$ cat config.mk
export PLATFORM = sky130hd
export DESIGN_NAME = pc_sequencer
export DESIGN_NICKNAME = d
export VERILOG_FILES = /design/src/rtl/pc_sequencer.sv
export SDC_FILE = /design/constraint.sdc
export NUM_CORES = 1
export LEC_CHECK = 0
export CORE_MARGIN = 3
export CORE_UTILIZATION = 55
export CTS_CLUSTER_SIZE = 10
export DETAILED_ROUTE_END_ITERATION = 16
export PLACE_DENSITY = 0.78
export RECOVER_POWER = 25
export SLEW_MARGIN = 10
export SYNTH_ARGS = -nofsm -noshare
export SYNTH_HDL_FRONTEND = slang
export SYNTH_SLANG_ARGS = --single-unit
export TNS_END_PERCENT = 1
$ cat constraint.sdc
create_clock -name clk -period 2.6 [get_ports clk]
set_input_delay 0.52 -clock clk [delete_from_list [all_inputs] [get_ports clk]]
set_output_delay 0.52 -clock clk [all_outputs]
set_load 0.005 [all_outputs]
$ cat src/rtl/pc_sequencer.sv
// rtl/pc_sequencer.sv - program counter sequencer with jumps, call/return stack and sticky completion.
// One register stage; every output is driven directly from a flop.
module pc_sequencer #(
  parameter int D           = 10,
  parameter int OFS_W       = 6,
  parameter int STACK_DEPTH = 4,
  parameter int DONE_ADDR   = 72,
  parameter int SP_W        = $clog2(STACK_DEPTH + 1)
) (
  input  logic             clk,
  input  logic             reset,
  input  logic             stall,
  input  logic             absjump_en,
  input  logic             reljump_en,
  input  logic             call_en,
  input  logic             ret_en,
  input  logic             halt,
  input  logic [D-1:0]     target,
  input  logic [OFS_W-1:0] rel_offset,
  output logic [D-1:0]     prog_ctr,
  output logic             done,
  output logic [SP_W-1:0]  stack_cnt,
  output logic             stack_ovf,
  output logic             stack_unf
);

  localparam int IDX_W = (STACK_DEPTH > 1) ? $clog2(STACK_DEPTH) : 1;
  localparam logic [D-1:0]    DONE_PC   = D'(DONE_ADDR);
  localparam logic [SP_W-1:0] FULL_CNT  = SP_W'(STACK_DEPTH);

  logic [D-1:0]     stack_mem [STACK_DEPTH];
  logic [D-1:0]     pc_inc;
  logic [D-1:0]     rel_ext;
  logic [SP_W-1:0]  cnt_dec;
  logic [IDX_W-1:0] wr_idx;
  logic [IDX_W-1:0] rd_idx;
  logic             active;

  logic [D-1:0]     pc_nxt;
  logic [SP_W-1:0]  cnt_nxt;
  logic             done_nxt;
  logic             ovf_nxt;
  logic             unf_nxt;
  logic             push;

  assign pc_inc  = prog_ctr + D'(1);
  assign rel_ext = D'($signed(rel_offset));
  assign cnt_dec = stack_cnt - SP_W'(1);
  assign wr_idx  = IDX_W'(stack_cnt);
  assign rd_idx  = IDX_W'(cnt_dec);
  assign active  = !stall && !done;

  // Completion is judged on the current PC; the PC still advances once more before freezing.
  always_comb begin
    pc_nxt   = prog_ctr;
    cnt_nxt  = stack_cnt;
    done_nxt = done;
    ovf_nxt  = stack_ovf;
    unf_nxt  = stack_unf;
    push     = 1'b0;
    if (active) begin
      if (halt || prog_ctr == DONE_PC) begin
        done_nxt = 1'b1;
      end
      if (ret_en) begin
        if (stack_cnt != '0) begin
          pc_nxt  = stack_mem[rd_idx];
          cnt_nxt = cnt_dec;
        end else begin
          unf_nxt = 1'b1;
          pc_nxt  = pc_inc;
        end
      end else if (call_en) begin
        if (stack_cnt < FULL_CNT) begin
          push    = 1'b1;
          cnt_nxt = stack_cnt + SP_W'(1);
          pc_nxt  = target;
        end else begin
          ovf_nxt = 1'b1;
          pc_nxt  = pc_inc;
        end
      end else if (absjump_en) begin
        pc_nxt = target;
      end else if (reljump_en) begin
        pc_nxt = prog_ctr + rel_ext;
      end else begin
        pc_nxt = pc_inc;
      end
    end
  end

  always_ff @(posedge clk or posedge reset) begin
    if (reset) begin
      prog_ctr  <= '0;
      done      <= 1'b0;
      stack_cnt <= '0;
      stack_ovf <= 1'b0;
      stack_unf <= 1'b0;
    end else begin
      prog_ctr  <= pc_nxt;
      done      <= done_nxt;
      stack_cnt <= cnt_nxt;
      stack_ovf <= ovf_nxt;
      stack_unf <= unf_nxt;
    end
  end

  // Stack contents need no reset; only the occupancy count is meaningful after reset.
  always_ff @(posedge clk) begin
    if (push) begin
      stack_mem[wr_idx] <= pc_inc;
    end
  end

endmodule

==> summary.txt, run 1 <==
Fmax: 412 MHz
Die Y-Extent: 85.0 um
CTS Hold Buffers Added: 0
Crit Path Max Fanout: 3
Detail Route Antenna Nets: 0
Relative slew slack: 55.7%
# H-tree levels: 2
Number of synthesis warnings: 0
Setup crit end kind: flip-flop
Routed Wire Length: 8300 um
Synthesized area per cell: 11.6 um^2
EDFF count, synth: 40
R2r setup slk: 260 ps
Final setup viols: 0
Largest net degree at the start of global routing: 18
Post-DR vias/cell: 6.27
Number of nets in the layout: 396
Mapped Cells: 295
CP startpoint kind: primary input
Finished Core Util: 68.8%
DR pass1 iterations: 6
Layout filler cell count: 440
Combinational share of power: 46.4%
Pin slew with the least headroom to its limit: 663 ps
Final period utilization: 93.4%
Post-DP HPWL: 6250 um
Clock root cell: clkbuf_8
Power Density: 752 nW/um^2
DRT iter0 DRCs: 231
Status: completed
Simple-Gate Fraction of Synth Area: 12.4%
Post-synthesis compound-gate area fraction: 17.3%
XOR/XNOR share of the synthesized area: 3.32%
Largest cells by area after synthesis: edfxtp_1 (35%), dfrtp_1 (12%), ha_1 (5.8%)
Ant diodes: 0
Switch share: 36.9%
Port bufs: 39
Post-Synth Adder-Cell Area: 6.42%
Share of layout cells above drive strength 1: 15.4%
Max-slew violation count: 0
Async S/R FF share, synth: 28.6%
Most common cell after layout, fill and taps aside: edfxtp_1
Core area: 5990 um^2
Period minus WS final: 2430 ps
Post-route insts no fill: 431
Max stage delay cell, worst path: fa_1
WP data required: 2790 ps
Post-Route Skew: 10.4 ps
Max-cap viol count: 0
Arr. time, crit path: 2620 ps
Wire length per cell: 19.3 um
Synth Flop Type: edfxtp_1
Synth Net Count: 336
Die area: 7220 um^2
Hold WC Path Type: flip-flop to flip-flop
Clk buf depth: 2
CP peak stage delay: 450 ps
Largest family of logic cells by synthesized area: compound AO/OA/AOI/OAI gates
Total CTS buffers: 5
Antenna violations before repair: 0
Maximum VDD drop: 0.527 mV
Yosys top cell area share: 35.0%
Num rows: 28
Commonest cells after routing, fill and taps aside: edfxtp_1 (40), clkdlybuf4s50_1 (38), buf_4 (26)
Synth cell types: 62
Area of the mapped netlist: 3430 um^2
Seq/Total Area, Yosys: 46.7%
Clock Latency Late Sink: 310 ps
CP cell instances: clkdlybuf4s50_1, ha_1, fa_1, a211oi_2, nor2_1, o211ai_1, nor4bb_1, o32ai_1
Final Hold Fails: 0
Post-synthesis mux area share: 10.7%
First-pass GRT wire length: 13400 um
Leak Pwr: 1.53 nW
Die width: 85.0 um
Area Growth Syn to Fin: 20.2%
GRT Overall Usage: 23.6%
Vias in the first global route: 2586
Seq pwr share: 38.3%
Setup CP Type: primary input to flip-flop
Area leader, netlist: edfxtp_1
Net Switching: 1.14 mW
Clk slew on worst S/H paths: 100 ps
Starting density of the core: 57.3%
Via count: 2703
Final Power: 3.10 mW
Drt drc: 0
Pre-CTS worst setup slack: -229 ps
RePlAce Congestion: 0.926
I/O pins: 40
Int Pwr: 1.96 mW
Final setup margin: 172 ps
Clock sinks: 56
Grt total ovfl: 0
Clock power frac: 15.4%
RSZ-0062 raised after global routing: no
TritonCTS clock tree: yes
Placed instance count: 423
Yosys reg bits: 56
power by group through the flow:
stage               combinational (mW)  sequential (mW)  clock (mW)
finish                            1.44             1.19       0.476
CTS                               1.44             1.18       0.486
detailed placement                1.43             1.20           0
global route                      1.58             1.20       0.521
floorplan                        0.916             1.20           0
global placement                  1.40             1.20           0
cell usage after synthesis (5+ instances only):
library cell   n
a211oi_1       5
a21oi_1       14
a31oi_1        6
buf_2          6
clkbuf_1       5
dfrtp_1       16
edfxtp_1      40
ha_1          16
inv_1         12
mux2i_1        7
mux4_1         7
nand2_1       13
nand3_1        9
nor2_1        21
nor3_1         6
o21ai_0       19
o221ai_1       6
or2_2          5
layer usage:
layer,vias to the layer above,global-route usage [%],share of wire (%)
met5,-,0,0
met4,0,4.32,1.3
met3,13,4.47,5.9
met2,110,37.9,47
met1,1305,33.9,46
li1,1275,-,-
cells by family (layout without fill, tap and decap cells):
kind of cell    count (synthesis)  count (layout)
mux                            21              21
fa+ha+maj                      17              17
simple gates                   79              79
buf+inv                        26              87
compound gates                 86              86
xor+xnor                       10              10
flops                          56              56
registers in the layout (all words and copies together) (netlist names):
signal,flops
stack_mem,40
done,1
stack_cnt,3
stack_unf,1
prog_ctr,10
stack_ovf,1
worst max-delay path, delay by kind of cell:
family / cells / cell delay, ps
and+or+nand+nor: 2 / 390
AOI/OAI and AO/OA: 3 / 630
adders and majority gates: 2 / 670
buffers and inverters: 1 / 400
path summary, 6_finish.rpt:
path / startpoint / to / depth (start not counted)
setup / recovery: rel_offset[0] / prog_ctr[8] / 8
hold / removal: stack_ovf / stack_ovf / 1
setup reg to reg: prog_ctr[0] / prog_ctr[4] / 8
hold reg to reg: stack_ovf / stack_ovf / 1
max in group asynchronous: reset / stack_cnt[0] / 2
min in group asynchronous: reset / done / 2
what timing repair did:
item                       4_1_cts  5_1_grt
resized for setup                0        1
setup endpoints to repair        0        1
setup buffers                    0        0
per-stage QoR:
step / hold slack [ps] / setup TNS (ps) / cell area (um^2)
after floorplan: 434 / 0 / 3430
after global placement: 457 / -169 / 4060
after detailed placement: 463 / -300 / 4060
after CTS: 491 / 0 / 4150
after global routing: 513 / 0 / 4120
final: 490 / 0 / 4120
area by class of cell:
type | instances | area [um^2] | area share (%)
clock buffer | 6 | 72.6 | 1.76
sequential | 56 | 1600 | 38.8
inverter | 12 | 45.0 | 1.09
multi-input combinational | 213 | 1700 | 41.3
timing repair buffer | 67 | 593 | 14.4
clock inverter | 2 | 16.3 | 0.394
tap | 75 | 93.8 | 2.28
Note: power is estimated with default switching activity, not from simulation.
==> run 2: changes to the inputs <==
Settings changed: HOLD_SLACK_MARGIN from default to 0.12.
==> results of run 2 <==
The final DEF is identical to that of run 1; final timing and power are the same.
